### config.mk
export PLATFORM = sky130hd
export DESIGN_NAME = gray_arb
export DESIGN_NICKNAME = d
export VERILOG_FILES = /design/src/rtl/gray_arb.sv
export SDC_FILE = /design/constraint.sdc
export NUM_CORES = 1
export LEC_CHECK = 0
export ABC_AREA = 1
export CAP_MARGIN = 20
export CORE_ASPECT_RATIO = 0.9
export CORE_MARGIN = 1
export CORE_UTILIZATION = 46
export DETAILED_ROUTE_END_ITERATION = 6
export PLACE_DENSITY = 0.95
export SLEW_MARGIN = 10
export SYNTH_ARGS = -nofsm -noshare
export SYNTH_HDL_FRONTEND = slang
export SYNTH_SLANG_ARGS = --single-unit
### constraint.sdc
create_clock -name clk -period 2.85 [get_ports clk]
set_input_delay 0.57 -clock clk [delete_from_list [all_inputs] [get_ports clk]]
set_output_delay 0.57 -clock clk [all_outputs]
set_load 0.1 [all_outputs]
### src/rtl/gray_arb.sv
// gray_arb: two-requester round-robin arbiter in front of a gray-level memory with a fixed 2-cycle read pipeline
//   clk                 rising-edge clock
//   reset               synchronous active-high reset
//   req0/req1           read request per requester
//   addr0/addr1 [13:0]  read address {row, col} per requester
//   lock0/lock1         keep the grant across gaps in req
//   gnt0/gnt1           registered grant (one-hot or zero)
//   rvalid0/rvalid1     read-data strobe per requester
//   rdata [7:0]         shared read data
//   mem_rd, mem_addr    read strobe and address to the memory
//   mem_data [7:0]      memory data, valid with mem_rd
//   busy                owned, or a read still in flight
module gray_arb (
    input  logic        clk,
    input  logic        reset,
    input  logic        req0,
    input  logic        req1,
    input  logic [13:0] addr0,
    input  logic [13:0] addr1,
    input  logic        lock0,
    input  logic        lock1,
    input  logic [7:0]  mem_data,
    output logic        gnt0,
    output logic        gnt1,
    output logic        rvalid0,
    output logic        rvalid1,
    output logic [7:0]  rdata,
    output logic        mem_rd,
    output logic [13:0] mem_addr,
    output logic        busy
);
    localparam logic [1:0] IDLE = 2'd0;
    localparam logic [1:0] OWN0 = 2'd1;
    localparam logic [1:0] OWN1 = 2'd2;
    logic [1:0] state, state_nx;
    logic       last_owner;
    logic [4:0] cnt;
    logic       rd_id;
    logic       own, own_req, own_lock, other_req, forced, beat, rel;
    assign gnt0 = state == OWN0;
    assign gnt1 = state == OWN1;
    assign busy = gnt0 | gnt1 | mem_rd | rvalid0 | rvalid1;
    always_comb begin
        own       = gnt1;
        own_req   = own ? req1 : req0;
        own_lock  = own ? lock1 : lock0;
        other_req = own ? req0 : req1;
        // A forced release must not take a 17th beat in the releasing cycle.
        forced    = (cnt == 5'd16) && other_req;
        beat      = (gnt0 | gnt1) && own_req && !forced;
        rel       = (!own_req && !own_lock) || forced;
        state_nx  = (state == IDLE) ?
                        ((req0 && req1) ? (last_owner ? OWN0 : OWN1) :
                         req0 ? OWN0 : req1 ? OWN1 : IDLE) :
                    ((gnt0 | gnt1) && !rel) ? state : IDLE;
    end
    always_ff @(posedge clk) begin
        if (reset) begin
            state      <= IDLE;
            last_owner <= 1'b1;
            cnt        <= 5'd0;
            mem_rd     <= 1'b0;
            mem_addr   <= 14'd0;
            rd_id      <= 1'b0;
            rvalid0    <= 1'b0;
            rvalid1    <= 1'b0;
            rdata      <= 8'd0;
        end else begin
            state <= state_nx;
            if (state == IDLE && state_nx != IDLE) begin
                last_owner <= state_nx == OWN1;
                cnt        <= 5'd0;
            end else if (beat && cnt != 5'd16) begin
                cnt <= cnt + 5'd1;
            end
            mem_rd <= beat;
            if (beat) begin
                mem_addr <= own ? addr1 : addr0;
                rd_id    <= own;
            end
            rvalid0 <= mem_rd && !rd_id;
            rvalid1 <= mem_rd && rd_id;
            if (mem_rd)
                rdata <= mem_data;
        end
    end
endmodule

==> impl_metrics.py <==
metrics = {
    "status": {
        "status": "finished clean",
    },
    "clock_tree": {
        "ctsHoldBuffers": 0,
        "clk_latency_ps": 280,
        "cts_tree": "yes",
        "htree_levels": 2,
        "clk_pin_slew_ps": 60,
        "numCtsBuffers": 5,
        "clock_sinks": 34,
        "postCtsSetupBuffers": 0,
        "cts_resized": 0,
        "clockRootBuffer": "clkbuf_8",
        "cts_buffer_depth": 2,
    },
    "placed_design": {
        "gp_congestion": 0.788,
        "port_buffers": 69,
        "dp_hpwl_mm": 3.07,
    },
    "detailed_routing": {
        "vias": 1765,
        "ant_nets": 0,
        "drt-initial-drc-count": 93,
        "wl_mm": 4.18,
        "drc": 0,
        "viasPerCell": 5.09,
        "wl_per_cell_um": 12.0,
        "first_pass_iters": 4,
    },
    "sta": {
        "maxSlewViolCount": 0,
        "min_period_over_period": 0.775,
        "setup_viol": 0,
        "fin_crit_ps": 2210,
        "fin_skew_ps": 5.73,
        "grt_setup_unrepaired": "false",
        "clock.fmax_mhz": 453,
        "slew_headroom": 0.589,
        "worst_pin_slew_ps": 616,
        "finalHoldViolCount": 0,
        "final.setup.tns_ps": 0,
    },
    "setup_path": {
        "r2r-start": "state[0]$_SDFF_PP0_",
        "path_class": "reg2out",
        "slowest_stage": "dfxtp_1",
        "cp_cell_sequence": "clkinv_1 -> nand3_1 -> buf_4",
        "endpoint_kind": "output port",
        "cp-startpoint": "mem_rd$_SDFF_PP0_",
        "critPathArrivalTime_ps": 1640,
        "slowest_delay_ps": 540,
        "worstPathMaxFanout": 11,
        "cp_data_required_time_ps": 2280,
        "crit_path_start_kind": "register",
    },
    "die": {
        "io_pins": 70,
        "initial_utilization": 0.498,
        "dieArea_um2": 4020,
        "die_x_um": 66.7,
        "rows": 20,
        "core_um2": 3480,
        "floorplan.die.height_um": 60.2,
    },
    "logic_synthesis": {
        "synth_top_area_share": 0.393,
        "syn_inst": 235,
        "yosysSeqAreaShare": 0.393,
        "synthTopCellsByArea": "dfxtp_1, nand2_1, nor2_2",
        "yosysWarnings": 0,
        "synthFlopType": "dfxtp_1",
        "synth_nets": 283,
        "syn_avg_cell_area_um2": 7.37,
        "ys_top_cells_by_count": "nand2_1, dfxtp_1, nor2_1",
        "synthArstFlopShare": 0,
        "synth_edf_count": 0,
        "synth_seq_cells": 34,
        "synth_top_area_cell": "dfxtp_1",
        "syn_area_um2": 1730,
        "yosysUniqueCellTypes": 27,
        "yosysMostFrequentCell": "nand2_1",
    },
    "global_routing": {
        "grt_max_degree": 18,
        "grt_use_total": 0.226,
        "grt_overflow": 0,
        "grt_pass1_vias": 1616,
        "grt.busiest_layer": "met2",
        "grt_pass1_wl_mm": 6.73,
        "met3_usage": 0.0611,
        "met2_usage": 0.394,
        "met1_usage": 0.258,
        "antenna_found_initial": 0,
    },
    "cells_and_area": {
        "post_route_cells_drive_above_1_share": 0.221,
        "nFillCells": 277,
        "fin_nets": 352,
        "diodes": 0,
        "post-route-util": 0.706,
        "area_growth_pct": 41.8,
    },
    "pwr": {
        "peakVddDrop_v": 0.000498,
        "leakagePower_nw": 1.08,
        "powerDensity_nw_per_um2": 655,
    },
    "min_path": {
        "hold_start": "rd_id$_SDFFE_PP0P_",
        "hold_class": "reg2reg",
    },
    "job": {
        "cap_viol_max_count": 0,
    },
}
logic make-up (layout without fill, tap and decap cells):
| family | after synthesis | after routing | share of synthesized area |
|---|---|---|---|
| and+or+nand+nor | 133 | 133 | 0.353 |
| DFF | 34 | 34 | 0.393 |
| xor gates and xnor gates | 3 | 3 | 0.0152 |
| AOI/OAI and AO/OA | 34 | 34 | 0.123 |
| adders and majority gates | 6 | 6 | 0.0433 |
| buffers and inverters | 25 | 93 | 0.0729 |
metrics by stage:
stage / cells / power [mW] / hold slack (ps) / setup slack (ps) / instance area, um^2
global placement: 341 / 1.26 / 440 / 738 / 2370
global route: 347 / 1.67 / 492 / 538 / 2460
detailed placement: 341 / 1.27 / 463 / 685 / 2370
CTS: 347 / 1.61 / 472 / 629 / 2460
floorplan: 235 / 1.10 / 421 / 48.7 / 1730
finish: 347 / 1.61 / 466 / 642 / 2460
where the power goes:
part / leakage (nW) / internal, mW / switching (mW)
combinational: 0.754 / 0.185 / 0.516
sequential: 0.278 / 0.525 / 0.0345
clock: 0.0431 / 0.186 / 0.162
critical path, delay by kind of cell (launching register included):
| family | cells | cell delay, ps |
|---|---|---|
| AND/OR/NAND/NOR | 1 | 170 |
| buffers and inverters | 2 | 650 |
| flip-flops | 1 | 540 |
worst paths after layout:
kind                             end  slack, ps  cells after the start
setup / recovery                busy        640                      3
hold / removal    rvalid1$_SDFF_PP0_        470                      2
setup reg to reg  rd_id$_SDFFE_PP0P_        780                     10
hold reg to reg   rvalid1$_SDFF_PP0_        470                      2
state kept, by name, summed over array words and instances (netlist names):
signal      count
state           2
mem_addr       14
rdata           8
rvalid0         1
mem_rd          1
cnt             5
rd_id           1
rvalid1         1
last_owner      1
layer usage:
metal / vias to the layer above / wire length [um]
li1: 885 / -
met1: 814 / 1810
met2: 59 / 2030
met3: 7 / 272
met4: 0 / 62
met5: - / 0
layout make-up:
type | instances | area [um^2] | share of cell area
clock buffer | 6 | 82.6 | 0.0336
inverter | 16 | 65.1 | 0.0265
multi-input combinational | 176 | 926 | 0.377
sequential | 34 | 681 | 0.277
tap | 44 | 55.1 | 0.0224
timing repair buffer | 71 | 648 | 0.264
cells in the final DEF, fill, tap and decap left out:
| master | count |
|---|---|
| a21boi_0 | 14 |
| a21oi_1 | 7 |
| and2_0 | 1 |
| buf_12 | 1 |
| buf_4 | 29 |
| clkbuf_8 | 6 |
| clkdlybuf4s50_1 | 41 |
| clkinv_1 | 1 |
| dfxtp_1 | 34 |
| ha_1 | 6 |
| inv_1 | 11 |
| inv_2 | 2 |
| inv_4 | 2 |
| nand2_1 | 50 |
| nand2_2 | 2 |
| nand2_4 | 1 |
| nand3_1 | 19 |
| nand4_1 | 5 |
| nor2_1 | 32 |
| nor2_2 | 21 |
| nor2_4 | 1 |
| nor3_1 | 1 |
| o21ai_0 | 11 |
| o21ai_2 | 2 |
| xnor2_1 | 1 |
| xor2_1 | 2 |
Power figures use the tool's default switching activity.
